==> src/rtl/glb_pkg.sv <==
// Shared GLB types and constants for the iact/weight/psum streamers.
package glb_pkg;

    localparam int unsigned DEFAULT_DATA_BITWIDTH = 16;
    localparam int unsigned DEFAULT_ADDR_BITWIDTH = 10;

    typedef enum logic [1:0] {
        IDLE  = 2'd0,
        RUN   = 2'd1,
        DRAIN = 2'd2,
        DONE  = 2'd3
    } state_e;

    // One FIFO slot: a GLB word plus its window position tags.
    typedef struct packed {
        logic [DEFAULT_DATA_BITWIDTH-1:0] data;
        logic                             row_last;
        logic                             last;
    } iact_entry_t;

endpackage

==> src/rtl/glb_iact_streamer_fifo.sv <==
// Small synchronous skid FIFO; push and pop may coincide, including when full.
module iact_skid_fifo #(
    parameter  int unsigned DEPTH = 2,
    parameter  int unsigned WIDTH = 18,
    localparam int unsigned CNT_W = $clog2(DEPTH + 1),
    localparam int unsigned PTR_W = (DEPTH > 1) ? $clog2(DEPTH) : 1
) (
    input  logic             clk,
    input  logic             reset,
    input  logic             push_i,
    input  logic [WIDTH-1:0] push_data_i,
    input  logic             pop_i,
    output logic [WIDTH-1:0] head_o,
    output logic [CNT_W-1:0] count_o,
    output logic             empty_o
);

    logic [WIDTH-1:0] mem_q [DEPTH];
    logic [PTR_W-1:0] wr_ptr_q, wr_ptr_d;
    logic [PTR_W-1:0] rd_ptr_q, rd_ptr_d;
    logic [CNT_W-1:0] count_q, count_d;
    logic             full;
    logic             push_en;
    logic             pop_en;

    function automatic logic [PTR_W-1:0] ptr_inc(input logic [PTR_W-1:0] p);
        return (p == PTR_W'(DEPTH - 1)) ? '0 : p + PTR_W'(1);
    endfunction

    assign empty_o = (count_q == '0);
    assign full    = (count_q == CNT_W'(DEPTH));
    assign pop_en  = pop_i && !empty_o;
    assign push_en = push_i && (!full || pop_en);
    assign head_o  = mem_q[rd_ptr_q];
    assign count_o = count_q;

    always_comb begin
        wr_ptr_d = wr_ptr_q;
        rd_ptr_d = rd_ptr_q;
        count_d  = count_q;
        if (push_en) begin
            wr_ptr_d = ptr_inc(wr_ptr_q);
        end
        if (pop_en) begin
            rd_ptr_d = ptr_inc(rd_ptr_q);
        end
        case ({push_en, pop_en})
            2'b10:   count_d = count_q + CNT_W'(1);
            2'b01:   count_d = count_q - CNT_W'(1);
            default: count_d = count_q;
        endcase
    end

    always_ff @(posedge clk) begin
        if (reset) begin
            wr_ptr_q <= '0;
            rd_ptr_q <= '0;
            count_q  <= '0;
        end else begin
            wr_ptr_q <= wr_ptr_d;
            rd_ptr_q <= rd_ptr_d;
            count_q  <= count_d;
        end
    end

    // Storage needs no reset; occupancy is tracked by count_q.
    always_ff @(posedge clk) begin
        if (push_en) begin
            mem_q[wr_ptr_q] <= push_data_i;
        end
    end

    always_ff @(posedge clk) begin
        if (!reset) begin
            assert (count_q <= CNT_W'(DEPTH));
            assert (!(push_i && full && !pop_i));
        end
    end

endmodule

==> src/rtl/glb_iact_streamer.sv <==
// Walks a 2-D GLB address window, issues single-word reads and streams the
// returned iact words with row/window tags to the PE scratchpad.
module glb_iact_streamer
    import glb_pkg::*;
#(
    parameter int unsigned DATA_BITWIDTH = DEFAULT_DATA_BITWIDTH,
    parameter int unsigned ADDR_BITWIDTH = DEFAULT_ADDR_BITWIDTH,
    parameter int unsigned LEN_BITWIDTH  = 8,
    parameter int unsigned FIFO_DEPTH    = 2
) (
    input  logic                     clk,
    input  logic                     reset,
    input  logic                     start,
    input  logic [ADDR_BITWIDTH-1:0] cfg_base_addr,
    input  logic [LEN_BITWIDTH-1:0]  cfg_row_len,
    input  logic [LEN_BITWIDTH-1:0]  cfg_num_rows,
    input  logic [ADDR_BITWIDTH-1:0] cfg_row_stride,
    output logic                     busy,
    output logic                     done,
    output logic                     glb_read_req,
    output logic [ADDR_BITWIDTH-1:0] glb_r_addr,
    input  logic [DATA_BITWIDTH-1:0] glb_r_data,
    output logic [DATA_BITWIDTH-1:0] out_data,
    output logic                     out_valid,
    input  logic                     out_ready,
    output logic                     out_row_last,
    output logic                     out_last
);

    localparam int unsigned CNT_W   = $clog2(FIFO_DEPTH + 1);
    localparam int unsigned OCC_W   = $clog2(FIFO_DEPTH + 2);
    localparam int unsigned ENTRY_W = DATA_BITWIDTH + 2;

    typedef struct packed {
        logic [DATA_BITWIDTH-1:0] data;
        logic                     row_last;
        logic                     last;
    } entry_t;

    state_e                   state_q, state_d;
    logic [LEN_BITWIDTH-1:0]  row_len_q, row_len_d;
    logic [LEN_BITWIDTH-1:0]  num_rows_q, num_rows_d;
    logic [ADDR_BITWIDTH-1:0] stride_q, stride_d;
    logic [LEN_BITWIDTH-1:0]  col_q, col_d;
    logic [LEN_BITWIDTH-1:0]  row_q, row_d;
    logic [ADDR_BITWIDTH-1:0] row_base_q, row_base_d;
    logic                     inflight_q;
    logic                     tag_row_last_q;
    logic                     tag_last_q;

    logic                     cfg_zero;
    logic                     start_accept;
    logic                     is_row_last;
    logic                     is_last;
    logic [OCC_W-1:0]         occupancy;
    logic                     can_issue;
    logic                     pop;
    logic                     drained;
    logic [CNT_W-1:0]         fifo_count;
    logic                     fifo_empty;
    entry_t                   push_entry;
    entry_t                   head_entry;

    assign cfg_zero     = (cfg_row_len == '0) || (cfg_num_rows == '0);
    assign start_accept = (state_q == IDLE) && start && !cfg_zero;
    assign is_row_last  = (col_q == (row_len_q - LEN_BITWIDTH'(1)));
    assign is_last      = is_row_last && (row_q == (num_rows_q - LEN_BITWIDTH'(1)));
    assign occupancy    = OCC_W'(fifo_count) + OCC_W'(inflight_q);
    assign can_issue    = (occupancy < OCC_W'(FIFO_DEPTH));
    assign pop          = !fifo_empty && out_ready;
    // Last word leaving this cycle counts as drained so done follows it directly.
    assign drained      = !inflight_q &&
                          ((fifo_count == '0) || ((fifo_count == CNT_W'(1)) && pop));
    assign glb_r_addr   = row_base_q + ADDR_BITWIDTH'(col_q);

    // State register
    always_ff @(posedge clk) begin
        if (reset) begin
            state_q <= IDLE;
        end else begin
            state_q <= state_d;
        end
    end

    // Next-state logic
    always_comb begin
        state_d = state_q;
        case (state_q)
            IDLE: begin
                if (start) begin
                    state_d = cfg_zero ? DONE : RUN;
                end
            end
            RUN: begin
                if (glb_read_req && is_last) begin
                    state_d = DRAIN;
                end
            end
            DRAIN: begin
                if (drained) begin
                    state_d = DONE;
                end
            end
            DONE:    state_d = IDLE;
            default: state_d = IDLE;
        endcase
    end

    // State-decoded outputs
    always_comb begin
        busy         = 1'b0;
        done         = 1'b0;
        glb_read_req = 1'b0;
        case (state_q)
            RUN: begin
                busy         = 1'b1;
                glb_read_req = can_issue;
            end
            DRAIN:   busy = 1'b1;
            DONE:    done = 1'b1;
            default: ;
        endcase
    end

    // Window counters: row_base accumulates the stride instead of multiplying.
    always_comb begin
        row_len_d  = row_len_q;
        num_rows_d = num_rows_q;
        stride_d   = stride_q;
        col_d      = col_q;
        row_d      = row_q;
        row_base_d = row_base_q;
        if (start_accept) begin
            row_len_d  = cfg_row_len;
            num_rows_d = cfg_num_rows;
            stride_d   = cfg_row_stride;
            col_d      = '0;
            row_d      = '0;
            row_base_d = cfg_base_addr;
        end else if (glb_read_req && !is_last) begin
            if (is_row_last) begin
                col_d      = '0;
                row_d      = row_q + LEN_BITWIDTH'(1);
                row_base_d = row_base_q + stride_q;
            end else begin
                col_d = col_q + LEN_BITWIDTH'(1);
            end
        end
    end

    always_ff @(posedge clk) begin
        if (reset) begin
            row_len_q      <= '0;
            num_rows_q     <= '0;
            stride_q       <= '0;
            col_q          <= '0;
            row_q          <= '0;
            row_base_q     <= '0;
            inflight_q     <= 1'b0;
            tag_row_last_q <= 1'b0;
            tag_last_q     <= 1'b0;
        end else begin
            row_len_q      <= row_len_d;
            num_rows_q     <= num_rows_d;
            stride_q       <= stride_d;
            col_q          <= col_d;
            row_q          <= row_d;
            row_base_q     <= row_base_d;
            inflight_q     <= glb_read_req;
            tag_row_last_q <= is_row_last;
            tag_last_q     <= is_last;
        end
    end

    // Tags ride one cycle behind the request to line up with the GLB data.
    always_comb begin
        push_entry          = '0;
        push_entry.data     = glb_r_data;
        push_entry.row_last = tag_row_last_q;
        push_entry.last     = tag_last_q;
    end

    iact_skid_fifo #(
        .DEPTH (FIFO_DEPTH),
        .WIDTH (ENTRY_W)
    ) u_fifo (
        .clk         (clk),
        .reset       (reset),
        .push_i      (inflight_q),
        .push_data_i (push_entry),
        .pop_i       (pop),
        .head_o      (head_entry),
        .count_o     (fifo_count),
        .empty_o     (fifo_empty)
    );

    assign out_valid    = !fifo_empty;
    assign out_data     = head_entry.data;
    assign out_row_last = out_valid && head_entry.row_last;
    assign out_last     = out_valid && head_entry.last;

endmodule

==> config.mk <==
export PLATFORM = sky130hd
export DESIGN_NAME = glb_iact_streamer
export DESIGN_NICKNAME = d
export VERILOG_FILES = /design/src/rtl/glb_pkg.sv /design/src/rtl/glb_iact_streamer_fifo.sv /design/src/rtl/glb_iact_streamer.sv
export SDC_FILE = /design/constraint.sdc
export NUM_CORES = 1
export LEC_CHECK = 0
export ABC_AREA = 1
export CORE_UTILIZATION = 40
export CTS_CLUSTER_DIAMETER = 50
export CTS_CLUSTER_SIZE = 20
export DETAILED_ROUTE_END_ITERATION = 10
export GPL_TIMING_DRIVEN = 0
export PLACE_DENSITY_LB_ADDON = 0.25
export SLEW_MARGIN = 5
export SYNTH_ARGS = -nofsm -noshare
export SYNTH_HDL_FRONTEND = slang
export SYNTH_SLANG_ARGS = --single-unit
==> constraint.sdc <==
create_clock -name clk -period 2.5 [get_ports clk]
set_input_delay 0.625 -clock clk [delete_from_list [all_inputs] [get_ports clk]]
set_output_delay 0.625 -clock clk [all_outputs]
set_load 0.05 [all_outputs]
# Word-level counts from Yosys, hierarchy flattened
# Memory sizes are Yosys's and may differ from the RTL's. A register that Yosys moved wholly into a read port is not among the register bits.
# Cells that the tools add are included.
# word_totals
regBits	61
ramBits	36
memories	1
# memory_table
name	depth	width	read_ports	rd_clocked_by_memory_dff	wr	line_no	source
u_fifo.mem_q	2	18	1	1	1	glb_iact_streamer_fifo.sv:18	logic [WIDTH-1:0] mem_q [DEPTH];
# op_classes
n_addsub	11
order_cmp	1
eq_ne	12
muxes	19
reduce_logical	32
# op_table
cell	count
two-way mux 10 bit	3
adder 8 x 1 -> 8 bit, second input constant	2
== test 8 bit	2
logical NOT 8 bit	2
subtractor 8 x 1 -> 8 bit, second input constant	2
logical AND 1 bit	12
adder 10 bit	1
adder 10 x 8 -> 10 bit	1
two-way mux 1 bit	9
== test 2 bit, second input constant	4
two-way mux 2 bit	4
two-way mux 8 bit	1
one-hot mux 2 bit (4 select lines)	1
== test 2 x 1 -> 1 bit, second input constant	3
inequality test 2 bit, second input constant	3
nonzero test 2 bit	3
logical NOT 1 bit	5
logical NOT 2 bit	2
one-hot mux 2 bit (2 select lines)	1
AND reduction 2 bit	2
OR reduction 2 bit	2
logical OR 1 bit	3
AND reduction 3 bit	1
adder 1 bit, second input constant	2
other kinds (4)	4

# Logic depth before layout (Yosys ltp)
# depth
ltp_word	8
depth_mapped	17
ltp_nobuf	17

# Hierarchy
# A second synthesis with hierarchy kept.
# hier_totals
hier_cells	693
hier_area_um2	5525.3
# modules_own_cells
module	instances	cells_per_inst	area_each_um2
glb_iact_streamer	1	599	3962.6
iact_skid_fifo	1	94	1562.7

# Worst setup path before layout
# No wires, ideal clock.
# synth_timing
path_type	reg2out
from	register col_q[0]
to	output glb_r_addr[8]
arrival_ns	2.518
path_slack_ns	-0.643
path_stages_with_launch	10
n_path_buf	0
cell_sequence	dfxtp_1 -> ha_1 -> inv_1 -> fa_1 -> o21ai_0 -> a21o_1 -> a21oi_1 -> o21ai_0 -> a21oi_1 -> xnor2_1
# synth_between
elab_chain_len	1
# synth_lines
item	line_no	source
from (decl)	glb_iact_streamer.sv:44	logic [LEN_BITWIDTH-1:0] col_q, col_d;
from (signal assigned)	glb_iact_streamer.sv:166	col_q <= col_d;
adder 10 x 8 -> 10 bit	glb_iact_streamer.sv:74	assign glb_r_addr = row_base_q + ADDR_BITWIDTH'(col_q);
to (decl)	glb_iact_streamer.sv:21	output logic [ADDR_BITWIDTH-1:0] glb_r_addr,
# No other way between the ends.

# Final worst setup path
# layout_timing
from	register row_base_q[0]
to	output glb_r_addr[8]
# layout_between
elab_chain_len	1
# layout_lines
item	line_no	source
from (decl)	glb_iact_streamer.sv:46	logic [ADDR_BITWIDTH-1:0] row_base_q, row_base_d;
from (signal assigned)	glb_iact_streamer.sv:168	row_base_q <= row_base_d;
adder 10 x 8 -> 10 bit	glb_iact_streamer.sv:74	
# No other way between the ends.

==> Flow_metrics.wiki <==
{| class="wikitable"
! Metric !! Value
|-
| Worst-path cell chain || ha_4 -> inv_4 -> fa_2 -> o21ai_2 -> a21o_1 -> a21oi_2 -> o21ai_2 -> a21oi_4 -> xnor2_4 -> buf_8
|-
| Row cnt || 42
|-
| Global-route wire length before repair || ~23 mm
|-
| Worst max-slew margin expressed relative to the limit || 0.578
|-
| Area of the die || 14,100 um2
|-
| Final routed DRC violation total || 0
|-
| Net count, final || roughly 910
|-
| Peak supply drop || 0.492 mV
|-
| Total wire length || approximately 14 mm
|-
| Buffers added on ports || 86
|-
| Flop and latch count out of synthesis || just under 100
|-
| Seq/Total Area, Yosys || 0.427
|-
| Final count of negative-setup-slack endpoints || 5
|-
| Most used cell along the critical path || o21ai_2
|-
| Total of warnings raised by yosys || 0
|-
| FF-to-FF path depth || 8
|-
| Total gr overflow || 0
|-
| Width of the die || around 120 um
|-
| Pre-CTS setup slack || -1090 ps
|-
| Hold Crit Class || reg -> reg
|-
| CTS tree || built
|-
| Initial core utilization || 0.410
|-
| Aggregate global-route resource usage || 0.208
|-
| Required time of the critical path || between 1500 and 2000 ps
|-
| Clock-pin transition on the worst setup and hold timing paths || approximately 70 ps
|-
| TritonCTS buffer count || 9
|-
| Cell Pwr Density || approximately 970 nW/um2
|-
| Final core utilization || 0.560
|-
| Leading cell type by number of instances after synthesis || nand2_1
|-
| Timing-limited maximum frequency || between 300 and 400 MHz
|-
| Net count after synthesis || 791
|-
| Antenna diode count || 0
|-
| Setup repair after global routing missed its margin || true
|-
| Placed inst area || between 6000 and 7000 um2
|-
| Result of the run || finished with violations
|-
| EDFF count, synth || 36
|-
| Final worst-path setup slack || -345 ps
|-
| Critical-path maximum fanout || 2
|-
| Post-route ant nets || 0
|-
| Number of hold violations in the final report || 0
|-
| Antenna violations before repair || 0
|-
| Cell leakage power || approximately 3.1 nW
|-
| Max clock buf depth || 2
|-
| Growth of design area from synthesis to finish || 36.3%
|-
| Detailed placer's ending HPWL || 10.5 mm
|-
| Worst-margin pin slew || 633 ps
|-
| Leading post-synthesis cells by cell area || dfxtp_1, edfxtp_1, nand2_1
|-
| Async set or reset register ratio after synthesis || 0
|-
| Max-Cap Viols || 0
|-
| Core area || between 10,000 and 15,000 um2
|-
| Area share of xor/xnor cells in the synthesized design || 0.0500
|-
| Post-synthesis cell type with the largest combined area || dfxtp_1
|-
| Fin Setup TNS || -920 ps
|-
| Violated checks || setup timing
|-
| Worst path bufs/invs || 2
|-
| Post-synthesis simple-gate area fraction || 0.272
|-
| Clk sinks || 98
|-
| Synth Cell Area || 5440 um2
|-
| Number of vias per cell || approximately 5.1
|-
| Worst EP arrival || approximately 2200 ps
|-
| Setup skew after layout || ~11 ps
|-
| Cell count after synthesis || approximately 700
|-
| Number of logic stages on the critical path including buffering || 10
|-
| Period utilisation layout || 1.14
|-
| Detail-routed net length per standard cell || 14.3 um
|-
| GPL Wtd Cong || just under 0.9
|-
| Leading post-synthesis cells by instance count || nand2_1, a21oi_1, nand3_1
|-
| Number of levels in the clock H-tree || 3
|-
| Initial DRC Count || about 200
|-
| Cell class contributing the biggest share of worst-path delay || compound AO/OA/AOI/OAI gates
|-
| CP max stage delay || 370 ps
|-
| Complex-gate fraction of the synthesized area || 0.112
|-
| I/O pin count || between 80 and 90
|-
| Number of distinct library cell variants in the gate-level netlist after synthesis || 39
|-
| Via count of the first global-routing pass || about 5,000
|-
| Die extent in y || 119 um
|-
| Total number of vias || between 5,000 and 6,000
|-
| Fin. max-slew vios || 0
|-
| Ratio of cells with drive above 1 in the final layout || 0.191
|-
| Main combinational cell family by area after synthesis || simple AND/OR/NAND/NOR gates
|-
| Avg Cell Area, Syn || roughly 7.7 um2
|-
| Fin area || around 7400 um2
|-
| Synth Flop Type || dfxtp_1
|-
| 1st-pass router iterations || 5
|-
| Worst Setup Path Type || reg -> out
|-
| Area share of the largest cell type after synthesis || 0.228
|-
| Skew-Pair Late Insertion Delay || roughly 350 ps
|-
| Critical Path Sink Type || output pin
|-
| Hold-critical path depth || 0
|-
| Multiplexer fraction of the synthesized cell area || 0
|-
| Overall power after layout || approximately 7 mW
|-
| Adder and majority cell fraction of the synthesized area || 0.0741
|-
| Post-layout minimum cycle time || ~2800 ps
|-
| Largest net degree at the start of global routing || 19
|-
| Max stage delay cell, worst path || dfxtp_4
|-
| Category of the worst setup path launch point || register
|-
| Root buffer cell || clkbuf_16
|}
## placed cells by master, fill, tap and decap left out, drive strengths merged, types with 5 or more instances in the layout
master / Yosys / final
xnor2: 11 / 11
a21oi: 68 / 68
clkbuf: 16 / 26
clkdlybuf4s15: 0 / 13
o21ai: 41 / 41
buf: 5 / 37
nand2: 180 / 180
nor4: 5 / 5
dlymetal6s2s: 0 / 5
or2: 6 / 6
ha: 29 / 29
dfxtp: 62 / 62
nor2: 64 / 64
clkdlybuf4s50: 0 / 56
nor3: 7 / 7
inv: 67 / 69
edfxtp: 36 / 36
nand4: 5 / 5
xor2: 20 / 20
nand3: 66 / 66
## layout make-up
cell class	count	area, um2
fillers	1220	5830
multi-input cells	517	3080
flip-flops and latches	98	2370
repair buffers	110	1080
inverters	68	267
clock buffers	10	229
well taps	176	220
plain buffers	20	105
clock inverters	6	51.3
## cell families after synthesis
family | Yosys count
adder cells (fa/ha/maj) | 31
AND/OR/NAND/NOR | 338
AO/OA/AOI/OAI | 117
XOR/XNOR | 31
flip-flops | 98
buffers and inverters | 89
## registers in the layout, indices dropped and copies added, names as in the netlist, 2 cells and up, named ones only
register        flops
row_len_q           8
row_base_q         10
col_q               8
u_fifo.count_o      2
u_fifo.mem_q       36
row_q               8
stride_q           10
num_rows_q          8
state_q             2
## what timing repair did
action                     in CTS  in global routing
setup endpoints to repair      75                 72
setup buffers                  16                  6
hold buffers                    0                  0
pin swaps                      21                 22
resized for setup             165                 41
## per-stage QoR
| stage | hold slack, ps | cells |
|---|---|---|
| floorplan | 404 | 704 |
| finish | 433 | 1005 |
| detailed placement | 420 | 968 |
| CTS | 438 | 999 |
| global route | 459 | 1005 |
| global placement | 414 | 966 |
## report_power, final
part / internal [mW] / total, mW / switching, mW
Combinational: 1.29 / 3.66 / 2.38
Clock: 0.687 / 1.32 / 0.631
Sequential: 1.94 / 2.17 / 0.230
## final timing paths
path | startpoint | endpoint | slack, ps
worst max register to register | u_fifo.count_o[0] | u_fifo.mem_q[1][14] | 180
worst max-delay path | row_base_q[0] | glb_r_addr[8] | -340
worst min-delay path | tag_row_last_q | u_fifo.mem_q[0][1] | 430
worst min register to register | tag_row_last_q | u_fifo.mem_q[0][1] | 430
## layer usage
metal  wire, um  vias to the layer above  GRT usage
met1       6350                     2393      0.247
met3        611                       19     0.0454
met2       7080                      113      0.362
met5          0                        -          0
li1           -                     2562          -
met4        311                        0     0.0870
Note: power is estimated with default switching activity, not from simulation.
